**src/rtl/cpu_types_pkg.sv**
```systemverilog
// Shared CPU types: instruction-cache address overlay, frame layout and FSM states.
package cpu_types_pkg;

  typedef logic [31:0] word_t;

  localparam int ICACHE_IDX_W  = 4;
  localparam int ICACHE_TAG_W  = 30 - ICACHE_IDX_W;
  // Sized for the smallest legal cache (2 frames); unused upper tag bits stay zero.
  localparam int ICACHE_TAG_MAX_W = 29;

  typedef struct packed {
    logic [ICACHE_TAG_W-1:0] tag;
    logic [ICACHE_IDX_W-1:0] idx;
    logic [1:0]              bytoff;
  } icachef_t;

  typedef struct packed {
    logic                        valid;
    logic [ICACHE_TAG_MAX_W-1:0] tag;
    word_t                       data;
  } icache_frame_t;

  typedef enum logic {
    IDLE,
    FETCH
  } icache_state_t;

endpackage

```
**src/rtl/icache.sv**
```systemverilog
// Direct-mapped read-only instruction cache: zero-latency hits, one-word fill on a miss
// over the iREN/iwait handshake, fill abandoned if the datapath drops imemREN.
module icache
  import cpu_types_pkg::*;
#(
  parameter int NFRAMES = 16
) (
  input  logic  CLK,
  input  logic  RST,
  input  logic  imemREN,
  input  word_t imemaddr,
  output logic  ihit,
  output word_t imemload,
  output logic  iREN,
  output word_t iaddr,
  input  logic  iwait,
  input  word_t iload
);

  localparam int IDXW = $clog2(NFRAMES);
  localparam int TAGW = 30 - IDXW;

  icache_state_t state;
  word_t         miss_addr;
  icache_frame_t frames [NFRAMES];

  logic [IDXW-1:0] req_idx, miss_idx;
  logic [TAGW-1:0] req_tag, miss_tag;
  icache_frame_t   req_frame;
  logic            lookup_hit;

  assign req_idx  = imemaddr[1+IDXW:2];
  assign req_tag  = imemaddr[31:2+IDXW];
  assign miss_idx = miss_addr[1+IDXW:2];
  assign miss_tag = miss_addr[31:2+IDXW];

  assign req_frame  = frames[req_idx];
  assign lookup_hit = req_frame.valid &&
                      (req_frame.tag == ICACHE_TAG_MAX_W'(req_tag));

  // Hits are only served from IDLE; a lookup during FETCH must not bypass the pending fill.
  assign ihit     = imemREN && lookup_hit && (state == IDLE);
  assign imemload = ihit ? req_frame.data : '0;
  assign iREN     = (state == FETCH);
  assign iaddr    = {miss_addr[31:2], 2'b00};

  // Byte offsets never select anything in a word-granular cache.
  logic unused_offset;
  assign unused_offset = ^{imemaddr[1:0], miss_addr[1:0]};

  // NOTE: the frame array is kept in flops rather than a RAM macro precisely so the
  // asynchronous reset can invalidate every frame at once.
  always_ff @(posedge CLK or posedge RST) begin
    if (RST) begin
      state     <= IDLE;
      miss_addr <= '0;
      for (int i = 0; i < NFRAMES; i++) begin
        frames[i] <= '0;
      end
    end else begin
      // NOTE: all state uses non-blocking assignments so every update sees pre-edge values.
      case (state)
        IDLE: begin
          if (imemREN && !lookup_hit) begin
            miss_addr <= imemaddr;
            state     <= FETCH;
          end
        end
        FETCH: begin
          // Abort takes priority over data arrival: a yielded fetch never writes.
          if (!imemREN) begin
            state <= IDLE;
          end else if (!iwait) begin
            frames[miss_idx] <= '{valid: 1'b1,
                                  tag:   ICACHE_TAG_MAX_W'(miss_tag),
                                  data:  iload};
            state            <= IDLE;
          end
        end
        default: state <= IDLE;
      endcase
    end
  end

endmodule

```
**config.mk**
```make
export PLATFORM = sky130hd
export DESIGN_NAME = icache
export DESIGN_NICKNAME = d
export VERILOG_FILES = /design/src/rtl/cpu_types_pkg.sv /design/src/rtl/icache.sv
export SDC_FILE = /design/constraint.sdc
export NUM_CORES = 2
export LEC_CHECK = 0
export ABC_CLOCK_PERIOD_IN_PS = 87200
export CAP_MARGIN = 40
export CORE_ASPECT_RATIO = 0.8
export CORE_UTILIZATION = 45
export CTS_BUF_LIST = sky130_fd_sc_hd__clkbuf_4
export DETAILED_ROUTE_END_ITERATION = 10
export PLACE_DENSITY_LB_ADDON = 0.2
export SYNTH_ARGS = -nofsm -noshare
export SYNTH_HDL_FRONTEND = slang
export SYNTH_SLANG_ARGS = --single-unit
```
**constraint.sdc**
```tcl
create_clock -name CLK -period 87.2 [get_ports CLK]
set_input_delay 21.8 -clock CLK [delete_from_list [all_inputs] [get_ports CLK]]
set_output_delay 21.8 -clock CLK [all_outputs]
set_load 0.03 [all_outputs]
```
==> Word-level counts from Yosys, hierarchy flattened <==
Index checks and enable logic that the tools add are counted.
{ "classes": {"addsub": 0, "multipliers": 0, "n_div": 0, "magnitude_cmp": 3, "n_eq_ne": 1, "shifts": 0, "n_mux": 11, "n_bitwise": 4, "reduce_logical": 8} }
{ "ops": {"columns": ["operator", "count"], "rows": [
  ["992-bit bitwise mux", 1],
  ["62-bit binary-select mux with 4-bit select", 1],
  ["62-bit demux with 4-bit select", 1],
  ["62-bit two-way mux", 3],
  ["32-bit two-way mux", 1],
  ["29-bit by 26-bit equality test with 1-bit output", 1],
  ["5-bit >= comparator (second input constant)", 2],
  ["4-bit NOT with 5-bit output", 2],
  ["1-bit logical AND", 5],
  ["5-bit by 1-bit < comparator with 1-bit output (second input constant)", 1],
  ["1-bit two-way mux", 3],
  ["3-bit AND reduction", 1],
  ["1-bit NOT", 2],
  ["1-bit case mux with 2 select lines", 1],
  ["2-bit AND reduction", 1],
  ["1-bit zero test", 1]
]} }
{ "totals": {"regBits": 1025, "latchBits": 0, "mem_bits_rw": 0, "romBits": 0, "in_bits": 68, "out_inout_bits": 66, "word_cells": 77, "n_memories": 0} }

==> Depth between registers and ports, before layout <==
{ "depth": {"ltp_word": 10, "ltp_mapped": 13, "depth_no_buf": 8} }

==> Worst setup path after synthesis <==
No wires, ideal clock.
{ "synth_timing": {"kind": "input port to output port", "startpoint": "input imemaddr[4]", "endpoint": "output imemload[10]", "t_arrival_ps": 24613, "required_ps": 65400, "path_slack_ps": 40787, "stages": 11, "path_buffers": 4, "cell_sequence": "buf_2 buf_4 buf_2 mux4_2 a211oi_2 nor2_1 a2111o_1 nor4_2 nand4b_2 buf_6 nor2b_1"} }
{ "synth_via": {"elab_chain_len": 9} }
{ "synth_rtl": {"columns": ["item", "line", "source"], "rows": [
  ["start: declaration", "icache.sv:11", "input word_t imemaddr,"],
  ["4-bit NOT with 5-bit output (not written as such) *", "icache.sv:37", "assign req_frame = frames[req_idx];"],
  ["62-bit binary-select mux with 4-bit select *", "icache.sv:37", null],
  ["62-bit two-way mux (not written as such) * (2 in series)", "icache.sv:37", null],
  ["29-bit by 26-bit equality test with 1-bit output", "icache.sv:39", "(req_frame.tag == ICACHE_TAG_MAX_W'(req_tag));"],
  ["1-bit logical AND", "icache.sv:38", "assign lookup_hit = req_frame.valid &&"],
  ["1-bit logical AND (2 in series)", "icache.sv:42", "assign ihit = imemREN && lookup_hit && (state == IDLE);"],
  ["32-bit two-way mux *", "icache.sv:43", "assign imemload = ihit ? req_frame.data : '0;"],
  ["end: declaration", "icache.sv:13", "output word_t imemload,"]
]} }
Every way passes the cells marked *; elsewhere a longest branch is shown, timed or not. The select of a mux whose other input is x is not followed.

==> Worst setup path in the final report <==
{ "layout_timing": {"startpoint": "input imemaddr[2]", "endpoint": "output imemload[24]"} }
Same word-level chain as after synthesis.

==> reports/results.txt <==
Yosys mapped a number of flops with a built-in enable equal to 0. After routing the design area is 0.0507 mm^2. In the final routed layout, each cell accounts on average for 25.6 um. The logs give 23.7% for the aggregate global-route resource usage and 0 for the hold violation count in the final report. The count of state elements after synthesis is 975, and the part of the total power dissipated in sequential elements is 49.4%. TritonCTS built the clock tree.

The actual transition at the worst max-transition pin works out to 1110 ps. The post-route DRC violation count was 0. The tools report the final total negative setup slack as 0 ps. Cell internal power was estimated by the tool at 0.917 mW.

Critical-path maximum fanout: 75. Ranked by total cell area, the synthesized netlist is headed by dfrtp_1 55%, mux2_2 24%, mux4_2 13%. The clock period could shrink to 48660 ps.

Critical path start-end classification: in -> out. The mean cell area of the mapped netlist was 16.1 um^2. The async set or reset register ratio after synthesis came out at 100%. At the end of routability-driven placement, the weighted congestion stood at 0.775.

Summed over all nets, the half-perimeter wirelength after detailed placement is 65900 um. The H-tree depth was 5. The clock share of power is 32.3%, and the switching part of the total is 26.5%. The tools report the detailed router's first-iteration violation count as 1485. For the worst setup path, the data required time is 65400 ps. The area fraction of the dominant cell type after synthesis was 55.1%.

134 I/O pins were placed. Data arrives at the worst endpoint at 26860 ps. In this run the vertical extent of the chip is 283 um. The tools report the tightest slew margin relative to the limit as 26.1%. After detailed routing, the total wire length is 114000 um. For the number of global-route vias before repair, the log shows 29100. At the end of the flow, the number of nets in the layout was 3063. The number of buffers created by CTS was 280; the total number of vias was 25700.

Summed over all nets, the switching power comes to 0.331 mW. Global routing consumed, on the met1 layer, 31.4% of the routing resources. Across the routed clock network, the largest skew measured is 69.9 ps. The run gives 18.3% as the part of the power in combinational logic.

Using the TritonRoute via totals, the vias-per-cell ratio works out to 5.75. The number of clock sinks is 975. The logs give 0 for the number of cells upsized or downsized after cts and 102 for the site row count.

The maximum resistive drop on vdd was 0.0117 mV. Entering global routing, the biggest net connects 123 pins. The number of maximum-capacitance violations came out at 0. The commonest cells after synthesis are 975 x dfrtp_1, 962 x mux2_2, 254 x mux4_2, 133 x clkbuf_1, 65 x mux2i_1.

For the leakage power, the log shows 23.7 nW. The most common cell in the synthesized netlist is dfrtp_1. After global routing the overflow that remains totals 0. Leaving out filler cells and counting taps, the final layout contains 4469. The mapped netlist covers 0.0443 mm^2. The standard cell area after detailed placement was 0.0474 mm^2; the post-synthesis sequential area ratio was 55.1%. The clock-pin transition on the worst setup and hold timing paths works out to 60 ps. Summed over all instances, the cell type with the most area after synthesis is dfrtp_1. The latest clock arrival within the worst-skew pair was 1100 ps.

STA classifies the critical path startpoint as a primary input. Full die area: 0.0997 mm^2. The tightest min-delay check is of the reg -> reg type. The relative area change from synthesis to final layout came out at 14.5%. Once detail routing completed, the nets flagged for antenna violations numbered 0.

The core region is 0.0971 mm^2. Global routing consumed, on the met2 layer, 38.4% of the routing resources. For this design, the CTS-stage hold fixing added 0 buffers. Top flip-flop cell by instance count after synthesis: dfrtp_1.

The worst path uses 55.8% of the clock period. Synthesis produced a netlist whose cell count is 2752. Yosys printed 0 warnings.

Global routing consumed, on the met3 layer, 4.86% of the routing resources. The netlist uses 59 different library cells. Static timing analysis puts the maximum clock frequency at 20.6 MHz. The first TritonRoute pass finished after 5 iterations. In this run the horizontal extent of the chip is 353 um. In this run the clock root is driven by a clkbuf_4. Total placed cells including tap cells: 4012.

The starting utilization of the core area is 45.6%, and the number of setup violations in the final report is 0. The first global-routing pass estimated 177000 um of wire. Initial antenna violation count: 7. The layer flagged by global routing as most heavily used is met2. The tools report the count of pins over their slew limit as 0.

The worst setup path is captured at a primary output. The post-route netlist has 55.2% of its cells at a drive strength greater than 1. The total of buffers placed on input and output ports was 129; the clock tree buffer depth was 4.

Post-CTS timing repair inserted 0 buffers for setup. Setup repair after global routing left no endpoint under its margin. Power spread over the standard cell area amounts to 24.6 mW/mm^2.

The flow ran to the end, and the final reports show no timing, DRC or antenna violations.
through the flow:
step,hold slack [ps],utilization (%),total power [mW],worst slack [ps]
after floorplan,429,-,0.787,37970
after global placement,444,48.1,0.830,37260
after detailed placement,447,48.8,0.854,38400
after CTS,466,52.2,1.26,38400
after global routing,480,52.2,1.32,38200
final,463,52.2,1.25,38540
cell usage in the layout (no fill, tap or decap), drive strengths merged, types with 9 or more instances in the layout:
cell,n
clkbuf,413
mux2i,65
buf,75
nor2b,42
nand3,14
nand2b,17
xnor2,23
clkinv,34
nand2,22
mux2,965
mux4,254
dfrtp,975
inv,10
nor2,16
nor3,9
clkdlybuf4s50,125
cells by family (layout without fill, tap and decap cells):
family / count (synthesis) / after routing / synth area share, %
multiplexers: 1284 / 1284 / 38.9
flip-flops: 975 / 975 / 55.1
buffers and inverters: 248 / 658 / 2.41
AND/OR/NAND/NOR: 160 / 160 / 2.06
AO/OA/AOI/OAI: 58 / 58 / 1.02
XOR/XNOR: 26 / 26 / 0.514
other: 1 / 8 / 0.00846
metal layers:
metal,vias up,wire [um]
li1,10900,-
met1,13900,50500
met2,632,56300
met3,207,4930
met4,4,2580
met5,-,22
sequential cells by signal, summed over array words and instances (netlist names):
| signal | count |
|---|---|
| frames | 944 |
| miss_addr | 30 |
| iREN | 1 |
power by group through the flow:
| stage | clock network, mW | registers [mW] | logic [mW] |
|---|---|---|---|
| global placement | 0 | 0.611 | 0.219 |
| detailed placement | 0 | 0.624 | 0.230 |
| global route | 0.441 | 0.630 | 0.247 |
| finish | 0.403 | 0.616 | 0.228 |
| CTS | 0.418 | 0.615 | 0.231 |
| floorplan | 0 | 0.606 | 0.181 |
final cells by class:
cell class / instances / area (um^2)
Fill cell: 7977 / 46400
Clock inverter: 37 / 171
Tap cell: 1300 / 1630
Inverter: 8 / 40.0
Sequential cell: 975 / 24400
Antenna cell: 6 / 15.0
Timing Repair Buffer: 200 / 2380
Multi-Input combinational cell: 1530 / 19000
Clock buffer: 413 / 3100
worst paths after layout:
| kind | start | to | slack [ps] | depth (start not counted) |
|---|---|---|---|---|
| worst max-delay path | imemaddr[2] | imemload[24] | 38540 | 15 |
| worst min-delay path | frames[185] | frames[185] | 460 | 1 |
| worst max register to register | iREN | frames[850] | 83300 | 7 |
| worst min register to register | frames[185] | frames[185] | 460 | 1 |
| max in group asynchronous | RST | frames[92] | 62880 | 8 |
| min in group asynchronous | RST | frames[7] | 21190 | 2 |
critical path: stages:
cell and delay [ps]:
buf_8 630, buf_4 450, buf_16 290, buf_4 330
buf_16 330, mux4_2 560, mux2i_1 190, xnor2_1 100
nand2_1 110, o211ai_1 180, nor3_1 450, nand4b_4 170
buf_12 200, nor2b_1 200, clkdlybuf4s50_1 690
Power figures use the tool's default switching activity.
